<file path="config.mk">
export PLATFORM = sky130hd
export DESIGN_NAME = vec_store_serializer_flat
export DESIGN_NICKNAME = d
export VERILOG_FILES = /design/src/rtl/vec_store_serializer_if.sv /design/src/rtl/vec_store_serializer.sv /design/src/flat_wrapper.sv
export SDC_FILE = /design/constraint.sdc
export NUM_CORES = 1
export LEC_CHECK = 0
export ABC_AREA = 1
export CAP_MARGIN = 20
export CELL_PAD_IN_SITES_DETAIL_PLACEMENT = 1
export CELL_PAD_IN_SITES_GLOBAL_PLACEMENT = 2
export CORE_UTILIZATION = 25
export DETAILED_ROUTE_END_ITERATION = 16
export PLACE_DENSITY = 0.74
export SYNTH_ARGS = -nofsm -noshare
export SYNTH_HDL_FRONTEND = slang
export SYNTH_SLANG_ARGS = --single-unit
</file>
<file path="constraint.sdc">
create_clock -name clk -period 1.9 [get_ports clk]
set_clock_uncertainty 0.15 [all_clocks]
set_input_delay 0.38 -clock clk [delete_from_list [all_inputs] [get_ports clk]]
set_output_delay 0.38 -clock clk [all_outputs]
set_load 0.01 [all_outputs]
</file>
<file path="src/rtl/vec_store_serializer_if.sv">
// Bundles the store-request, register-file read and memory-write signals of vec_store_serializer.
// With VEC_STORE_MASK_EN defined, this interface also carries the per-lane request mask.
interface vec_store_serializer_if #(
  parameter int unsigned RW         = 3,
  parameter int unsigned ELEM_WIDTH = 8,
  parameter int unsigned LANES      = 4,
  parameter int unsigned ADDR_WIDTH = 16
);
  logic                                reqValid;
  logic                                reqReady;
  logic [RW-1:0]                       reqReg;
  logic [ADDR_WIDTH-1:0]               reqAddr;
`ifdef VEC_STORE_MASK_EN
  logic [LANES-1:0]                    reqMask;
`endif
  logic [RW-1:0]                       rSel;
  logic [LANES-1:0][ELEM_WIDTH-1:0]    regData;
  logic                                memWrEn;
  logic [ADDR_WIDTH-1:0]               memAddr;
  logic [ELEM_WIDTH-1:0]               memData;
  logic                                memReady;
  logic                                busy;
  logic                                done;

  modport slave (
    input  reqValid, reqReg, reqAddr, regData, memReady,
`ifdef VEC_STORE_MASK_EN
    input  reqMask,
`endif
    output reqReady, rSel, memWrEn, memAddr, memData, busy, done
  );

  modport master (
    output reqValid, reqReg, reqAddr, regData, memReady,
`ifdef VEC_STORE_MASK_EN
    output reqMask,
`endif
    input  reqReady, rSel, memWrEn, memAddr, memData, busy, done
  );
endinterface

</file>
<file path="src/rtl/vec_store_serializer.sv">
// Vector store unit: reads one vector register, snapshots it, then writes one byte per lane
// to memory. Optional per-lane write mask enabled by defining VEC_STORE_MASK_EN.
module vec_store_serializer #(
  parameter int unsigned REG_COUNT  = 8,
  parameter int unsigned ELEM_WIDTH = 8,
  parameter int unsigned LANES      = 4,
  parameter int unsigned ADDR_WIDTH = 16
) (
  input  logic                   clk,
  input  logic                   reset,
  vec_store_serializer_if.slave  bus
);
  localparam int unsigned RW = $clog2(REG_COUNT);
  localparam int unsigned LW = (LANES > 1) ? $clog2(LANES) : 1;

  typedef enum logic [1:0] {IDLE, READ, SEND, DONE} state_t;

  state_t                           state, state_nx;
  logic [RW-1:0]                    rsel_q;
  logic [ADDR_WIDTH-1:0]            base_q;
  logic [LW-1:0]                    lane_q;
  logic [LANES-1:0][ELEM_WIDTH-1:0] snap_q;
  logic                             lane_en;
  logic                             advance;
  logic                             last_lane;

`ifdef VEC_STORE_MASK_EN
  logic [LANES-1:0]                 mask_q;
  assign lane_en = mask_q[lane_q];
`else
  assign lane_en = 1'b1;
`endif

  // A masked-off lane spends exactly one cycle and never waits on memReady.
  assign advance   = (state == SEND) && (lane_en ? bus.memReady : 1'b1);
  assign last_lane = (lane_q == LW'(LANES - 1));

  always_ff @(posedge clk or negedge reset) begin
    if (!reset) state <= IDLE;
    else        state <= state_nx;
  end

  always_comb begin
    state_nx = state;
    case (state)
      IDLE: if (bus.reqValid)         state_nx = READ;
      READ:                           state_nx = SEND;
      SEND: if (advance && last_lane) state_nx = DONE;
      DONE:                           state_nx = IDLE;
      default:                        state_nx = IDLE;
    endcase
  end

  always_ff @(posedge clk or negedge reset) begin
    if (!reset) begin
      rsel_q <= '0;
      base_q <= '0;
      lane_q <= '0;
      snap_q <= '0;
`ifdef VEC_STORE_MASK_EN
      mask_q <= '0;
`endif
    end else begin
      if (state == IDLE && bus.reqValid) begin
        rsel_q <= bus.reqReg;
        base_q <= bus.reqAddr;
        lane_q <= '0;
`ifdef VEC_STORE_MASK_EN
        mask_q <= bus.reqMask;
`endif
      end
      if (state == READ) snap_q <= bus.regData;
      if (advance) lane_q <= last_lane ? '0 : lane_q + 1'b1;
    end
  end

  // Outputs decode from state, so an asynchronous reset drops memWrEn immediately.
  always_comb begin
    bus.reqReady = (state == IDLE);
    bus.busy     = (state != IDLE);
    bus.done     = (state == DONE);
    bus.rSel     = rsel_q;
    bus.memWrEn  = (state == SEND) && lane_en;
    bus.memAddr  = '0;
    bus.memData  = '0;
    if (state == SEND) begin
      bus.memAddr = base_q + ADDR_WIDTH'(lane_q);
      bus.memData = snap_q[LW'(LANES - 1) - lane_q];
    end
  end
endmodule

</file>
<file path="src/flat_wrapper.sv">
// flat-port wrapper written by rule: the top's interface ports become plain ports
module vec_store_serializer_flat 
#(
  parameter int unsigned REG_COUNT  = 8,
  parameter int unsigned ELEM_WIDTH = 8,
  parameter int unsigned LANES      = 4,
  parameter int unsigned ADDR_WIDTH = 16
)
  (clk, reset, bus_reqValid, bus_reqReg, bus_reqAddr, bus_regData, bus_memReady, bus_reqReady, bus_rSel, bus_memWrEn, bus_memAddr, bus_memData, bus_busy, bus_done);
  vec_store_serializer_if #(.RW(3), .ELEM_WIDTH(ELEM_WIDTH), .LANES(LANES), .ADDR_WIDTH(ADDR_WIDTH)) bus_i ();
  input  logic clk;
  input  logic reset;
  input wire logic [$bits(bus_i.reqValid)-1:0] bus_reqValid;
  input wire logic [$bits(bus_i.reqReg)-1:0] bus_reqReg;
  input wire logic [$bits(bus_i.reqAddr)-1:0] bus_reqAddr;
  input wire logic [$bits(bus_i.regData)-1:0] bus_regData;
  input wire logic [$bits(bus_i.memReady)-1:0] bus_memReady;
  output wire logic [$bits(bus_i.reqReady)-1:0] bus_reqReady;
  output wire logic [$bits(bus_i.rSel)-1:0] bus_rSel;
  output wire logic [$bits(bus_i.memWrEn)-1:0] bus_memWrEn;
  output wire logic [$bits(bus_i.memAddr)-1:0] bus_memAddr;
  output wire logic [$bits(bus_i.memData)-1:0] bus_memData;
  output wire logic [$bits(bus_i.busy)-1:0] bus_busy;
  output wire logic [$bits(bus_i.done)-1:0] bus_done;
  assign bus_i.reqValid = bus_reqValid;
  assign bus_i.reqReg = bus_reqReg;
  assign bus_i.reqAddr = bus_reqAddr;
  assign bus_i.regData = bus_regData;
  assign bus_i.memReady = bus_memReady;
  assign bus_reqReady = bus_i.reqReady;
  assign bus_rSel = bus_i.rSel;
  assign bus_memWrEn = bus_i.memWrEn;
  assign bus_memAddr = bus_i.memAddr;
  assign bus_memData = bus_i.memData;
  assign bus_busy = bus_i.busy;
  assign bus_done = bus_i.done;
  vec_store_serializer #(.REG_COUNT(REG_COUNT), .ELEM_WIDTH(ELEM_WIDTH), .LANES(LANES), .ADDR_WIDTH(ADDR_WIDTH)) u_core (.clk(clk), .reset(reset), .bus(bus_i));
endmodule
</file>
* Word-level counts from Yosys, hierarchy flattened
Cells that the tools add are included.
Widths: inputs -> output; s select.
** Storage, ports and cells
- Register bits after elaboration :: 55
- Input port bits :: 55
- Output and inout bits :: 31
** Operators by class
- Add/subtract/negate cells :: 3
- $lt $le $gt $ge :: 1
- Equal/unequal tests :: 6
- Mux-type cells :: 10
- Reduce and logical (&&, ||, !) cells :: 7
** Operator list (count)
- $add 16x2->16 :: 1
- $bmux 8 s2 :: 1
- $mux 16 :: 1
- $mux 8 :: 2
- $mux 2 :: 5
- $pmux 2 s4 :: 1
- $eq 2x2->1 const B :: 3
- $reduce_bool 2->1 :: 2
- $logic_and 1x1->1 :: 3
- $lt 2x3->1 const B :: 1
- $add 2x1->2 const B :: 1
- $eq 2x1->1 const B :: 1
- $logic_not 2->1 :: 1
- $ne 2x1->1 const B :: 1
- $ne 2x2->1 const B :: 1
- $reduce_and 2->1 :: 1
- $sub 2x2->2 const A :: 1

* Longest topological paths before layout
- Depth after elaboration :: 5
- Mapped depth :: 9

* Least setup slack after synthesis
Ideal clock, no wire load.
- Kind :: reg-to-output
- Start point :: register u_core.lane_q[0]
- End point :: output port bus_memAddr[8]
- Data arrival time :: 1467 ps
- Required time :: 1370 ps
- Slack :: -97 ps
- Stages on the path, launching flop included :: 8
- Path through :: dfrtp_1 -> ha_1 -> fa_1 -> nand2_2 -> inv_1 -> nand2_1 -> o21ai_0 -> nor2_1
** On the way
- Word-level cells in the longest chain between the ends :: 2
** RTL lines
- start: declaration :: line vec_store_serializer.sv:21 : logic [LW-1:0] lane_q;
- start signal: assignment :: line vec_store_serializer.sv:73 : if (advance) lane_q <= last_lane ? '0 : lane_q + 1'b1;
- $add 16x2->16 :: line vec_store_serializer.sv:87 : bus.memAddr = base_q + ADDR_WIDTH'(lane_q);
- $mux 16 :: line vec_store_serializer.sv:86 : if (state == SEND) begin
- end: declaration :: line flat_wrapper.sv:21 : output wire logic [$bits(bus_i.memAddr)-1:0] bus_memAddr;
No other way between the ends.

* Final worst setup path
- Start point :: register u_core.lane_q[0]
- End point :: output port bus_memAddr[12]
The elaborated chain is that of the path after synthesis.

==> impl_results.md <==
- Leading area contributor after synthesis: dfrtp_1
- Main synth FF type: dfrtp_1
- CP Launch Type: register
- Die Area: 11900 sq um
- Final antenna diode count: 0
- Post-route clock period utilization: 125%
- Final-report max-slew violation count: 0
- Seq/Total Area, Yosys: 47.8%
- Worst min-delay path class: reg -> reg
- Global-route wire length before repair: 13.7 mm
- Final Critical Period: 2.38 ns
- Slew headroom: 79.4%
- Crit path capture type: primary output
- Post-Syn Nets: 388
- Final Hold Vio Count: 0
- FF/Latch Area: 1380 sq um
- Io pins: 86
- WP data arrival: 1.85 ns
- Critical path class: reg -> out
- Highest-delay cell along the critical path: dfrtp_1
- Via-to-Cell Ratio: 4.44
- Starting Density: 26.1%
- Total track usage: 15.1%
- Mapped Cells: 324
- Worst path required time: 1.37 ns
- Max stage delay on crit path: 0.36 ns
- Hold path startpoint: u_core.snap_q[2]
- Crit Path Max Fanout: 8
- Vias in the first global route: 2818
- Utilization after layout: 41.0%
- CTS tree: done
- DRT antenna net count: 0
- DR vias: 2657
- TritonRoute pass-1 iters: 4
- Port bufs: 85
- Max cap viols: 0
- Area Overhead vs Synth: 57.3%
- Ratio of cells with drive above 1 in the final layout: 35.6%
- Die Ht: 109 um
- Gr ovfl total: 0
- H-tree Lvls: 2
- HPWL after detailed placement: 6.13 mm
- FFs w/ async S/R, synth: 100%
- Worst-Skew Late Latency: 0.30 ns
- GPL Wtd Cong: 0.732
- Initial antenna violation count: 0
- Cell Rows: 38
- Synth area leaders: dfrtp_1, mux2_2, nand2_1
- Filler cells: 1296
- Placed Cells: 575
- Unrepaired setup endpoints after global routing: true
- CP top delay family: simple AND/OR/NAND/NOR gates
- Post-route setup slack: -0.475 ns
- Buffer and inverter count on the worst path: 1
- Failing checks: negative setup slack
- Multi-input gate area: 1460 sq um
- Clock sinks: 55
- Status: finished, violations left
- Syn avg cell area: 8.88 sq um
- Wire length per cell: 14.5 um
- Clock share of power: 13.5%
- Clock root cell: clkbuf_16
- VDD IR max: 0.000493 V
- Clock slew at reported path FFs: 0.08 ns
- F_max: 0.421 GHz
- Max Root-Sink Buffers: 2
- Worst Setup SP: u_core.lane_q[0]
- # DRC: 0
- Sw Pwr: 2.97 mW
- Cell mode on critical path: nand2_1
- EDFF count, synth: 0
- Combinational power share: 57.5%
- Int Pwr: 4.37 mW
- Cells along the critical path: ha_2, fa_2, nand2_4, nor2_4, nand3b_4, nand2_1, nand2_1, nor2_2, buf_2
- #FFs+latches synth: 55
- Die span in x: 109 um
- Yosys cell types: 23
- Reg power frac: 29.0%
- CTS Buf Count: 5
- Switching Fraction: 40.5%
- Routed wire length: 8.67 mm
- Pin count of the biggest net entering global routing: 56
- Reg2Reg Launch Point: u_core.state[1]
- Core area: 11000 sq um
- Actual slew at the worst max-slew pin: 0.307 ns
- Lkg Pwr: 2.10 nW
- Synth top area share: 47.8%
- Final Setup Violations: 23
- PD cells: 1620 nW/um^2
- Total Nets Final: 521
- Finished Layout Cells: 598
- Post-Syn Area: 2880 sq um
- Yosys warns: 0
- Final hold slack: 0.368 ns
- Initial DRC count: 81
-- worst register-to-register path, stage by stage (launching register included) --
cell	delay, ns
dfrtp_1	0.38
buf_4	0.13
buf_4	0.13
inv_4	0.06
buf_4	0.11
ha_2	0.18
buf_12	0.23
mux2_2	0.37
-- power by group through the flow --
stage                     Sequential (mW)  Clock [mW]  Combinational [mW]
after floorplan                      2.06           0                2.05
after global placement               2.08           0                3.87
after detailed placement             2.12           0                3.95
after CTS                            2.12        1.01                4.17
after global routing                 2.20        1.06                4.68
final                                2.13       0.990                4.22
-- registers in the layout (all words and copies together), names as in the netlist --
signal,count
u_core.snap_q,32
u_core.lane_q,2
u_core.base_q,16
u_core.bus.rSel,3
u_core.state,2
-- worst paths after layout --
| kind | end | slack (ns) | depth (start not counted) |
|---|---|---|---|
| max | bus_memAddr[12] | -0.48 | 9 |
| min reg2reg | u_core.snap_q[2] | 0.37 | 1 |
| max in group asynchronous | u_core.base_q[1] | 0.85 | 3 |
| min | u_core.snap_q[2] | 0.37 | 1 |
| max reg2reg | u_core.snap_q[26] | 0.04 | 7 |
| min in group asynchronous | u_core.snap_q[8] | 0.46 | 3 |
-- metal layers --
layer  up-vias  GRT usage [%]  share of wire [%]
met5         -              0                  0
met4         0           4.29                1.0
met3         6           2.09                2.6
met2        40           25.9                 49
met1      1288           19.7                 48
li1       1323              -                  -
-- layout make-up --
cell class                 instances  area share (%)
multi-input combinational        218            32.2
sequential                        55            30.5
timing repair buffer             139            26.5
tap                              140            3.87
inverter                          38            3.46
clock buffer                       5            2.77
clock inverter                     3           0.691
-- timing repair --
action | CTS | global route
buffers inserted | 13 | 3
hold endpoints to repair | 55 | 0
pin swaps | 23 | 12
resized for setup | 163 | 30
hold buffers | 1 | 0
cloned | 1 | 0
endpoints found under the setup margin | 41 | 49
-- per-stage QoR --
stage	instance area [sq um]	worst slack, ns	total power, mW	TNS, ns
6_report	4520	-0.475	7.34	-7.29
5_1_grt	4520	-0.563	7.94	-9.60
4_1_cts	4480	-0.480	7.30	-7.91
3_5_place_dp	4170	-0.542	6.06	-10.84
3_3_place_gp	4170	-0.515	5.95	-10.20
2_1_floorplan	2890	-0.00371	4.11	-0.00371
-- cell families (layout without fill, tap and decap cells) --
kind of cell               count (synthesis)  in the layout  share of synthesized area [%]
AOI/OAI and AO/OA                         81             81                           14.2
xor gates and xnor gates                   1              1                          0.305
adders and majority gates                  9              9                           4.18
buffers and inverters                     51            185                           7.66
DFF                                       55             55                           47.8
muxes                                     29             29                           11.4
and+or+nand+nor                           98             98                           14.5
-- synthesized netlist by cell type (2+ instances only) --
cell type / instances
nand2_1: 56
dfrtp_1: 55
o21ai_0: 42
a21oi_1: 37
inv_1: 35
mux2_2: 29
nor2_1: 27
buf_2: 9
ha_1: 8
nand3_1: 6
nand2_2: 3
nor2_4: 3
a31oi_1: 2
buf_4: 2
clkinv_1: 2
-- cells in the final DEF, fill, tap and decap left out, types with 2 or more instances in the layout --
master	netlist	layout
nand2_1	56	54
ha_4	0	3
o21ai_0	42	20
ha_2	0	2
a21oi_4	0	2
buf_8	0	2
mux2_4	0	2
buf_4	2	41
inv_2	1	2
dfrtp_1	55	53
clkinv_4	0	2
nor2_1	27	21
nand2_2	3	2
inv_1	35	32
o21ai_2	0	2
ha_1	8	3
buf_12	0	3
o21ai_1	0	20
nand2_4	0	3
nand3_1	6	6
clkdlybuf4s50_1	0	56
buf_2	9	25
clkbuf_2	0	3
a21oi_2	0	10
buf_6	0	7
clkbuf_16	0	5
a21oi_1	37	25
nor2_4	3	5
mux2_2	29	27
nor2_2	0	4
dfrtp_2	0	2
a31oi_1	2	2
inv_8	0	2
Note: power is estimated with default switching activity, not from simulation.
